--- config.mk ---
export PLATFORM = sky130hd
export DESIGN_NAME = vnu_rd_iter_ctrl_flat
export DESIGN_NICKNAME = d
export VERILOG_FILES = /design/src/rtl/vnu_rd_iter_ctrl_if.sv /design/src/rtl/vnu_rd_iter_ctrl.sv /design/src/flat_wrapper.sv
export SDC_FILE = /design/constraint.sdc
export NUM_CORES = 1
export LEC_CHECK = 0
export ABC_AREA = 1
export CORE_MARGIN = 5
export CORE_UTILIZATION = 25
export DETAILED_ROUTE_END_ITERATION = 16
export PLACE_DENSITY = 0.53
export SLEW_MARGIN = 15
export SYNTH_ARGS = -nofsm -noshare
export SYNTH_HDL_FRONTEND = slang
export SYNTH_SLANG_ARGS = --single-unit
export TNS_END_PERCENT = 30
--- constraint.sdc ---
create_clock -name read_clk -period 3.4 [get_ports read_clk]
set_input_delay 0.51 -clock read_clk [delete_from_list [all_inputs] [get_ports read_clk]]
set_output_delay 0.51 -clock read_clk [all_outputs]
set_load 0.1 [all_outputs]
--- src/rtl/vnu_rd_iter_ctrl_if.sv ---
// Request/response lines between the read-side iteration controller and the
// VNU write-update handshake block.
interface vnu_rd_iter_ctrl_if;
    logic vnu_init_load_en;
    logic vnu_rd_finish;
    logic iter_update;
    logic vnu_wr;
    logic init_load;
    logic pipe_load;

    modport master (
        output vnu_init_load_en,
        output vnu_rd_finish,
        output iter_update,
        input  vnu_wr,
        input  init_load,
        input  pipe_load
    );

    modport slave (
        input  vnu_init_load_en,
        input  vnu_rd_finish,
        input  iter_update,
        output vnu_wr,
        output init_load,
        output pipe_load
    );
endinterface

--- src/rtl/vnu_rd_iter_ctrl.sv ---
// Read-side decoding controller: initial load, per-iteration LUT stage reads,
// iteration update and early stop, with a watchdog on every handshake wait.
module vnu_rd_iter_ctrl #(
    parameter int ITER_MAX  = 10,
    parameter int ITER_W    = 4,
    parameter int RD_STAGES = 4,
    parameter int STG_W     = 2,
    parameter int WAIT_MAX  = 63,
    parameter int WAIT_W    = 6
) (
    input  logic                   read_clk,
    input  logic                   rstn,
    vnu_rd_iter_ctrl_if.master     hs,
    input  logic                   dec_start_i,
    input  logic                   dec_stop_i,
    output logic                   vnu_rd_en_o,
    output logic [STG_W-1:0]       vnu_rd_stage_o,
    output logic [ITER_W-1:0]      iter_cnt_o,
    output logic                   dec_busy_o,
    output logic                   dec_done_o,
    output logic                   err_o
);

    typedef enum logic [2:0] {
        S_IDLE, S_INIT_LOAD, S_INIT_WAIT, S_READ, S_RD_WAIT, S_ITER_UP, S_DONE
    } state_t;

    state_t              state_q, state_d;
    logic                vnu_wr_q;
    logic [WAIT_W-1:0]   wd_q, wd_d;
    logic [STG_W-1:0]    stage_q, stage_d;
    logic [ITER_W-1:0]   iter_cnt_q, iter_cnt_d;
    logic                pipe_seen_q, pipe_seen_d;
    logic                stop_q, stop_d;
    logic                iter_upd_q, iter_upd_d;
    logic                init_en_q, init_en_d;
    logic                rd_fin_q, rd_fin_d;
    logic                rd_en_q, rd_en_d;
    logic                busy_q, busy_d;
    logic                done_q, done_d;
    logic                err_q, err_d;

    logic wr_done, wd_hit, timeout, start_acc, hold;

    // The write strobe's falling edge marks completion of the block's write-back.
    assign wr_done   = vnu_wr_q & ~hs.vnu_wr;
    assign wd_hit    = (wd_q == WAIT_W'(WAIT_MAX - 1));
    assign start_acc = (state_q == S_IDLE) & dec_start_i;

    always_ff @(posedge read_clk or negedge rstn) begin
        if (!rstn) begin
            state_q     <= S_IDLE;
            vnu_wr_q    <= 1'b0;
            wd_q        <= '0;
            stage_q     <= '0;
            iter_cnt_q  <= '0;
            pipe_seen_q <= 1'b0;
            stop_q      <= 1'b0;
            iter_upd_q  <= 1'b0;
            init_en_q   <= 1'b0;
            rd_fin_q    <= 1'b0;
            rd_en_q     <= 1'b0;
            busy_q      <= 1'b0;
            done_q      <= 1'b0;
            err_q       <= 1'b0;
        end else begin
            state_q     <= state_d;
            vnu_wr_q    <= hs.vnu_wr;
            wd_q        <= wd_d;
            stage_q     <= stage_d;
            iter_cnt_q  <= iter_cnt_d;
            pipe_seen_q <= pipe_seen_d;
            stop_q      <= stop_d;
            iter_upd_q  <= iter_upd_d;
            init_en_q   <= init_en_d;
            rd_fin_q    <= rd_fin_d;
            rd_en_q     <= rd_en_d;
            busy_q      <= busy_d;
            done_q      <= done_d;
            err_q       <= err_d;
        end
    end

    always_comb begin
        state_d = state_q;
        timeout = 1'b0;
        case (state_q)
            S_IDLE:      if (dec_start_i) state_d = S_INIT_LOAD;
            S_INIT_LOAD: begin
                if (hs.init_load)  state_d = S_INIT_WAIT;
                else if (wd_hit) begin state_d = S_DONE; timeout = 1'b1; end
            end
            S_INIT_WAIT: begin
                if (wr_done)       state_d = S_READ;
                else if (wd_hit) begin state_d = S_DONE; timeout = 1'b1; end
            end
            S_READ:      if (stage_q == STG_W'(RD_STAGES - 1)) state_d = S_RD_WAIT;
            S_RD_WAIT: begin
                // A write completion only counts once the pipeline load is acknowledged.
                if ((pipe_seen_q | hs.pipe_load) & wr_done) state_d = S_ITER_UP;
                else if (wd_hit) begin state_d = S_DONE; timeout = 1'b1; end
            end
            S_ITER_UP: begin
                if ((iter_cnt_q == ITER_W'(ITER_MAX)) || stop_q) state_d = S_DONE;
                else                                             state_d = S_READ;
            end
            S_DONE:      state_d = S_IDLE;
            default:     state_d = S_IDLE;
        endcase
    end

    always_comb begin
        hold        = (state_d == state_q);
        wd_d        = '0;
        if (hold && (state_q inside {S_INIT_LOAD, S_INIT_WAIT, S_RD_WAIT}))
            wd_d = wd_q + 1'b1;
        stage_d     = (hold && state_q == S_READ) ? stage_q + 1'b1 : '0;
        pipe_seen_d = hold && (state_q == S_RD_WAIT) && (pipe_seen_q | hs.pipe_load);
        stop_d      = start_acc ? 1'b0
                    : stop_q | (dec_stop_i & ((state_q == S_READ) | (state_q == S_RD_WAIT)));
        iter_cnt_d  = start_acc ? '0
                    : (state_d == S_ITER_UP) ? iter_cnt_q + 1'b1 : iter_cnt_q;
        iter_upd_d  = iter_upd_q ^ (state_d == S_ITER_UP);
        err_d       = start_acc ? 1'b0 : (err_q | timeout);
        // Outputs are decoded from the next state so every output is a flop.
        init_en_d   = (state_d == S_INIT_LOAD);
        rd_fin_d    = (state_d == S_RD_WAIT) & ~pipe_seen_d;
        rd_en_d     = (state_d == S_READ);
        busy_d      = (state_d != S_IDLE);
        done_d      = (state_d == S_DONE);
    end

    assign hs.vnu_init_load_en = init_en_q;
    assign hs.vnu_rd_finish    = rd_fin_q;
    assign hs.iter_update      = iter_upd_q;
    assign vnu_rd_en_o         = rd_en_q;
    assign vnu_rd_stage_o      = stage_q;
    assign iter_cnt_o          = iter_cnt_q;
    assign dec_busy_o          = busy_q;
    assign dec_done_o          = done_q;
    assign err_o               = err_q;

endmodule
--- src/flat_wrapper.sv ---
// flat-port wrapper written by rule: the top's interface ports become plain ports
module vnu_rd_iter_ctrl_flat 
#(
    parameter int ITER_MAX  = 10,
    parameter int ITER_W    = 4,
    parameter int RD_STAGES = 4,
    parameter int STG_W     = 2,
    parameter int WAIT_MAX  = 63,
    parameter int WAIT_W    = 6
)
  (read_clk, rstn, dec_start_i, dec_stop_i, vnu_rd_en_o, vnu_rd_stage_o, iter_cnt_o, dec_busy_o, dec_done_o, err_o, hs_vnu_init_load_en, hs_vnu_rd_finish, hs_iter_update, hs_vnu_wr, hs_init_load, hs_pipe_load);
  vnu_rd_iter_ctrl_if hs_i ();
  input  logic read_clk;
  input  logic rstn;
  input  logic dec_start_i;
  input  logic dec_stop_i;
  output logic vnu_rd_en_o;
  output logic [STG_W-1:0] vnu_rd_stage_o;
  output logic [ITER_W-1:0] iter_cnt_o;
  output logic dec_busy_o;
  output logic dec_done_o;
  output logic err_o;
  output wire logic [$bits(hs_i.vnu_init_load_en)-1:0] hs_vnu_init_load_en;
  output wire logic [$bits(hs_i.vnu_rd_finish)-1:0] hs_vnu_rd_finish;
  output wire logic [$bits(hs_i.iter_update)-1:0] hs_iter_update;
  input wire logic [$bits(hs_i.vnu_wr)-1:0] hs_vnu_wr;
  input wire logic [$bits(hs_i.init_load)-1:0] hs_init_load;
  input wire logic [$bits(hs_i.pipe_load)-1:0] hs_pipe_load;
  assign hs_vnu_init_load_en = hs_i.vnu_init_load_en;
  assign hs_vnu_rd_finish = hs_i.vnu_rd_finish;
  assign hs_iter_update = hs_i.iter_update;
  assign hs_i.vnu_wr = hs_vnu_wr;
  assign hs_i.init_load = hs_init_load;
  assign hs_i.pipe_load = hs_pipe_load;
  vnu_rd_iter_ctrl #(.ITER_MAX(ITER_MAX), .ITER_W(ITER_W), .RD_STAGES(RD_STAGES), .STG_W(STG_W), .WAIT_MAX(WAIT_MAX), .WAIT_W(WAIT_W)) u_core (.read_clk(read_clk), .rstn(rstn), .hs(hs_i), .dec_start_i(dec_start_i), .dec_stop_i(dec_stop_i), .vnu_rd_en_o(vnu_rd_en_o), .vnu_rd_stage_o(vnu_rd_stage_o), .iter_cnt_o(iter_cnt_o), .dec_busy_o(dec_busy_o), .dec_done_o(dec_done_o), .err_o(err_o));
endmodule
After elaboration in Yosys (flattened, before gate mapping)
Cells that the tools add are included.

Register bits: 25. Output and inout bits: 13. Word-level logic and storage cells: 71.

$add $sub $neg: 3. Eq/ne operators: 14. Muxes and demuxes: 19. Bitwise operators: 12. Reduce and logical (&&, ||, !) cells: 9.

Operators by type and width (number): 2-to-1 mux 3 bit (7); one-hot mux 3 bit (6 select lines) (1); equality test 3 bit (second input constant) (5); equality test 3 x 2 -> 1 bit (second input constant) (3); 2-to-1 mux 4 bit (2); adder 6 x 1 -> 6 bit (second input constant) (1); equality test 3 x 1 -> 1 bit (second input constant) (2); equality test 6 bit (second input constant) (1); 2-to-1 mux 1 bit (6); 2-to-1 mux 6 bit (1); nonzero test 3 bit (2); bitwise AND 1 bit (5); adder 4 x 1 -> 4 bit (second input constant) (1); equality test 4 bit (second input constant) (1); logical AND 1 bit (4); bitwise OR 1 bit (4); equality test 3 bit (1); zero test 3 bit (1); one-hot mux 1 bit (3 select lines) (1); adder 2 x 1 -> 2 bit (second input constant) (1); equality test 2 bit (second input constant) (1); 2-to-1 mux 2 bit (1); NOT 1 bit (2); nonzero test 2 bit (1); 2 further kinds (2).

Logic depth before layout (Yosys ltp)
Depth after elaboration: 10. Gate-level depth with buffers: 14.

Least setup slack after synthesis
OpenSTA, ideal clock, no wires.

Kind: reg-to-reg. From: register u_core.iter_cnt_q[0] (netlist: u_core.iter_cnt_o[0]). To: register u_core.wd_q[0]. Setup time: 69 ps. Arrival: 2118 ps. Path slack: 1213 ps. Cell stages (with the launch flop): 12. Buffers on the path: 0. Clock period less this slack: 2187 ps. Cell sequence: dfrtp_1 > inv_1 > ha_1 > nand3_1 > a21oi_1 > nor2_2 > nand2_2 > nand2_1 > nand3_2 > nor2_4 > nand2_4 > nor2_2.

Word-level cells in the longest chain between the ends: 7.

RTL lines: start: declaration (RTL line vnu_rd_iter_ctrl.sv:32) `logic [ITER_W-1:0] iter_cnt_q, iter_cnt_d;`; start signal: assignment (RTL line vnu_rd_iter_ctrl.sv:71) `iter_cnt_q <= iter_cnt_d;`; equality test 4 bit (RTL line vnu_rd_iter_ctrl.sv:104) `if ((iter_cnt_q == ITER_W'(ITER_MAX)) || stop_q) state_d = S_DONE;`; logical OR 1 bit (RTL line vnu_rd_iter_ctrl.sv:104); 2-to-1 mux 3 bit (RTL line vnu_rd_iter_ctrl.sv:104); one-hot mux 3 bit (6 select lines) (RTL line vnu_rd_iter_ctrl.sv:87) `case (state_q)`; via u_core.state_d[2] (RTL line vnu_rd_iter_ctrl.sv:28) `state_t state_q, state_d;`; equality test 3 bit (RTL line vnu_rd_iter_ctrl.sv:113) `hold = (state_d == state_q);`; logical AND 1 bit (RTL line vnu_rd_iter_ctrl.sv:115) `if (hold && (state_q inside {S_INIT_LOAD, S_INIT_WAIT, S_RD_WAIT}))`; 2-to-1 mux 6 bit (RTL line vnu_rd_iter_ctrl.sv:115); via u_core.wd_d[0] (RTL line vnu_rd_iter_ctrl.sv:30) `logic [WAIT_W-1:0] wd_q, wd_d;`; end signal: assignment (RTL line vnu_rd_iter_ctrl.sv:69) `wd_q <= wd_d;`; end: declaration (RTL line vnu_rd_iter_ctrl.sv:30).

The timed path passes the listed nets, and every way through them passes these cells. A chain may end at the register's enable or synchronous reset.

Worst setup path in the final report
From: register u_core.iter_cnt_q[1] (netlist: u_core.iter_cnt_o[1]). To: output iter_cnt_o[1].

RTL lines: end: declaration (RTL line flat_wrapper.sv:19) `output logic [ITER_W-1:0] iter_cnt_o;`.

No word-level cell between the ends.

==> results.tsv <==
stage	metric	value	unit
cells_and_area	Fillers	551	
cells_and_area	area delta synth->final	23.5	%
logic_synthesis	Yosys reg bits	25	
placed_design	detailed placement HPWL	2140	um
drt	vias per inst	4.05	
placed_design	Area after DPL	0.00163	mm^2
drt	Detailed Route WL	2750	um
setup_path	crit-path cells	clkdlybuf4s50_1	
flow_run	max-cap viol count	0	
cells_and_area	Multi-input gate area	626	um^2
cts	CTS Buffer Depth	2	
cts	worst skew pair latency	0.26	ns
sta	Final min period	2.36	ns
floorplan	chip height	83.7	um
drt	via count	1013	
sta	final slew viol count	0	
setup_path	max incr delay on CP	1.16	ns
setup_path	CP Buf/Inv Count	1	
global_routing	met1 Use GR	0.125	
logic_synthesis	Synthesis Warnings	0	
placed_design	routability cong.	0.841	
cts	# resized after CTS	0	
setup_path	WS Path Type	reg -> out	
sta	final setup skew	0.00213	ns
floorplan	initial core utilization	0.262	
setup_path	critical path peak fanout	5	
cts	CTS tree	yes	
global_routing	initial antenna violation count	0	
pwr	Leakage Power	0.827	nW
cts	H-tree levels	1	
logic_synthesis	cell taking the most area after synthesis	dfrtp_1	
pwr	combinational power share	0.546	
pwr	switching power share of the total	0.504	
floorplan	core footprint	0.00517	mm^2
setup_path	crit path capture type	output port	
drt	Antenna Nets Post-Route	0	
sta	measured slew at the worst slew-check pin	0.974	ns
cells_and_area	Storage cell area	626	um^2
cts	clock buffer count from CTS	3	
pwr	internal power	0.626	mW
setup_path	slowest cell on the critical path	clkdlybuf4s50_1	
drt	Residual DRC	0	
logic_synthesis	Yosys cell types	20	
pwr	total net switching power	0.637	mW
floorplan	row cnt	26	
pwr	Seq pwr share	0.316	
cells_and_area	Util after Layout	0.324	
pwr	maximum vdd drop	0.338	mV
status	outcome	completed	
global_routing	gr busiest metal	met1	
pwr	Design Power	1.26	mW
sta	Max Clk Rate	0.424	GHz
placed_design	# port buffers	19	
logic_synthesis	Post-Syn Nets	169	
sta	Tcrit/Tclk final	0.694	
cells_and_area	share of layout cells above drive strength 1	0.233	
setup_path	r2r setup slk	1.59	ns
sta	Max-slew headroom	0.349	
logic_synthesis	Post-synth EDFFs	0	
logic_synthesis	ranking of synthesized cells by area	dfrtp_1 (46%), nand2_1 (6.9%), nand2_2 (6.5%), inv_1 (5.8%), nor2_2 (5.1%)	
drt	1st-iter DRT viols	59	
floorplan	Die ar.	0.00700	mm^2
global_routing	GR Util met3	0.0237	
min_path	Hold Crit Class	reg -> reg	
logic_synthesis	sequential area share after synthesis	0.461	
global_routing	first-pass GRT wire length	4830	um
sta	RSZ-0062 raised after global routing	false	
cells_and_area	diodes inserted	0	
cts	Clock transition at path regs	0.09	ns
pwr	P per Cell Area	754	mW/mm^2
cts	post-cts hold buffer count	0	
logic_synthesis	Post-synth top flop	dfrtp_1	
setup_path	Critical Path RT	2.89	ns
logic_synthesis	top cell type's share of synthesized area	0.461	
floorplan	die width	83.7	um
pwr	clock share of power	0.139	
global_routing	vias in the first global route	981	
global_routing	overall routing resource usage	0.0849	
logic_synthesis	Post-Syn Area	0.00136	mm^2
cts	Root Buffer	clkbuf_8	
floorplan	IO Pins	20	
drt	routed len/inst	11.0	um
cells_and_area	Final nets	193	
setup_path	cell family with most CP delay	buffers and inverters	
sta	setup TNS	0	ns
setup_path	Arr. time, crit path	1.85	ns
cts	post-CTS setup buffer count	0	
setup_path	crit path launch type	register	
global_routing	met2 Use GR	0.119	
logic_synthesis	Post-synth top cells	dfrtp_1 (25), nand2_1 (25), inv_1 (21), nand2_2 (14), nand3_1 (13)	
sta	Fin. Hold Viols	0	
global_routing	largest net degree at the start of global routing	26	
logic_synthesis	ys async rst share	1.00	
global_routing	GR Overflow Total	0	
cts	clock sinks	25	
sta	final setup violation count	0	
logic_synthesis	Mapped Cells	157	
drt	Detailed Routing Iterations Pass 1	4	
logic_synthesis	syn avg cell area	8.64	um^2
cells_and_area	fin area	0.00168	mm^2
logic make-up after synthesis:
family          Yosys count  share of synthesized area
flops                    25                      0.461
buf+inv                  26                     0.0775
xor+xnor                  5                     0.0323
simple gates             84                      0.339
compound gates           12                     0.0443
fa+ha+maj                 5                     0.0461
cells in the final DEF (no fill, tap or decap), drive strengths merged:
cell type,n
o21ai,4
buf,1
nor3,2
nand2,41
nor2,22
clkdlybuf4s50,19
ha,5
xor2,3
xnor2,2
inv,25
nand3,17
nand3b,1
and2,1
clkbuf,4
dfrtp,25
a21oi,8
layer usage:
| metal | part of all wire | vias up |
|---|---|---|
| met2 | 0.40 | 32 |
| met5 | 0 | - |
| met3 | 0.074 | 5 |
| met1 | 0.51 | 446 |
| met4 | 0.012 | 0 |
| li1 | - | 530 |
power by group through the flow:
stage	clock network [mW]	logic [mW]	registers, mW
floorplan	0	0.383	0.583
global placement	0	0.694	0.406
detailed placement	0	0.696	0.405
CTS	0.184	0.698	0.399
global route	0.194	0.750	0.406
finish	0.175	0.689	0.399
sequential cells by signal, indices dropped and copies added (netlist names):
register                    count
u_core.iter_cnt_o               4
u_core.vnu_rd_en_o              1
u_core.vnu_wr_q                 1
u_core.stop_q                   1
u_core.hs.vnu_rd_finish         1
u_core.hs.vnu_init_load_en      1
u_core.dec_done_o               1
u_core.state_q                  3
u_core.dec_busy_o               1
u_core.err_o                    1
u_core.pipe_seen_q              1
u_core.vnu_rd_stage_o           2
u_core.wd_q                     6
u_core.hs.iter_update           1
final timing paths:
| check | from | end | cells after the start |
|---|---|---|---|
| hold reg to reg | u_core.vnu_rd_stage_o[0] | u_core.vnu_rd_stage_o[0] | 1 |
| max in group asynchronous | rstn | u_core.vnu_rd_stage_o[0] | 2 |
| min in group asynchronous | rstn | u_core.pipe_seen_q | 2 |
| hold / removal | u_core.vnu_rd_stage_o[0] | u_core.vnu_rd_stage_o[0] | 1 |
| setup / recovery | u_core.iter_cnt_o[1] | iter_cnt_o[1] | 1 |
| setup reg to reg | u_core.wd_q[0] | u_core.wd_q[0] | 14 |
per-stage QoR:
step / hold slack (ns) / std cells / setup WS (ns)
finish: 0.465 / 250 / 1.04
global route: 0.515 / 250 / 0.983
CTS: 0.474 / 250 / 1.02
detailed placement: 0.457 / 246 / 1.28
global placement: 0.462 / 246 / 1.31
floorplan: 0.214 / 157 / 1.21
final cells by class:
type	instances	area share
Inverter	25	0.0560
Timing Repair Buffer	20	0.118
Tap cell	70	0.0523
Multi-Input combinational cell	106	0.373
Clock buffer	4	0.0269
Sequential cell	25	0.373
Power figures use the tool's default switching activity.
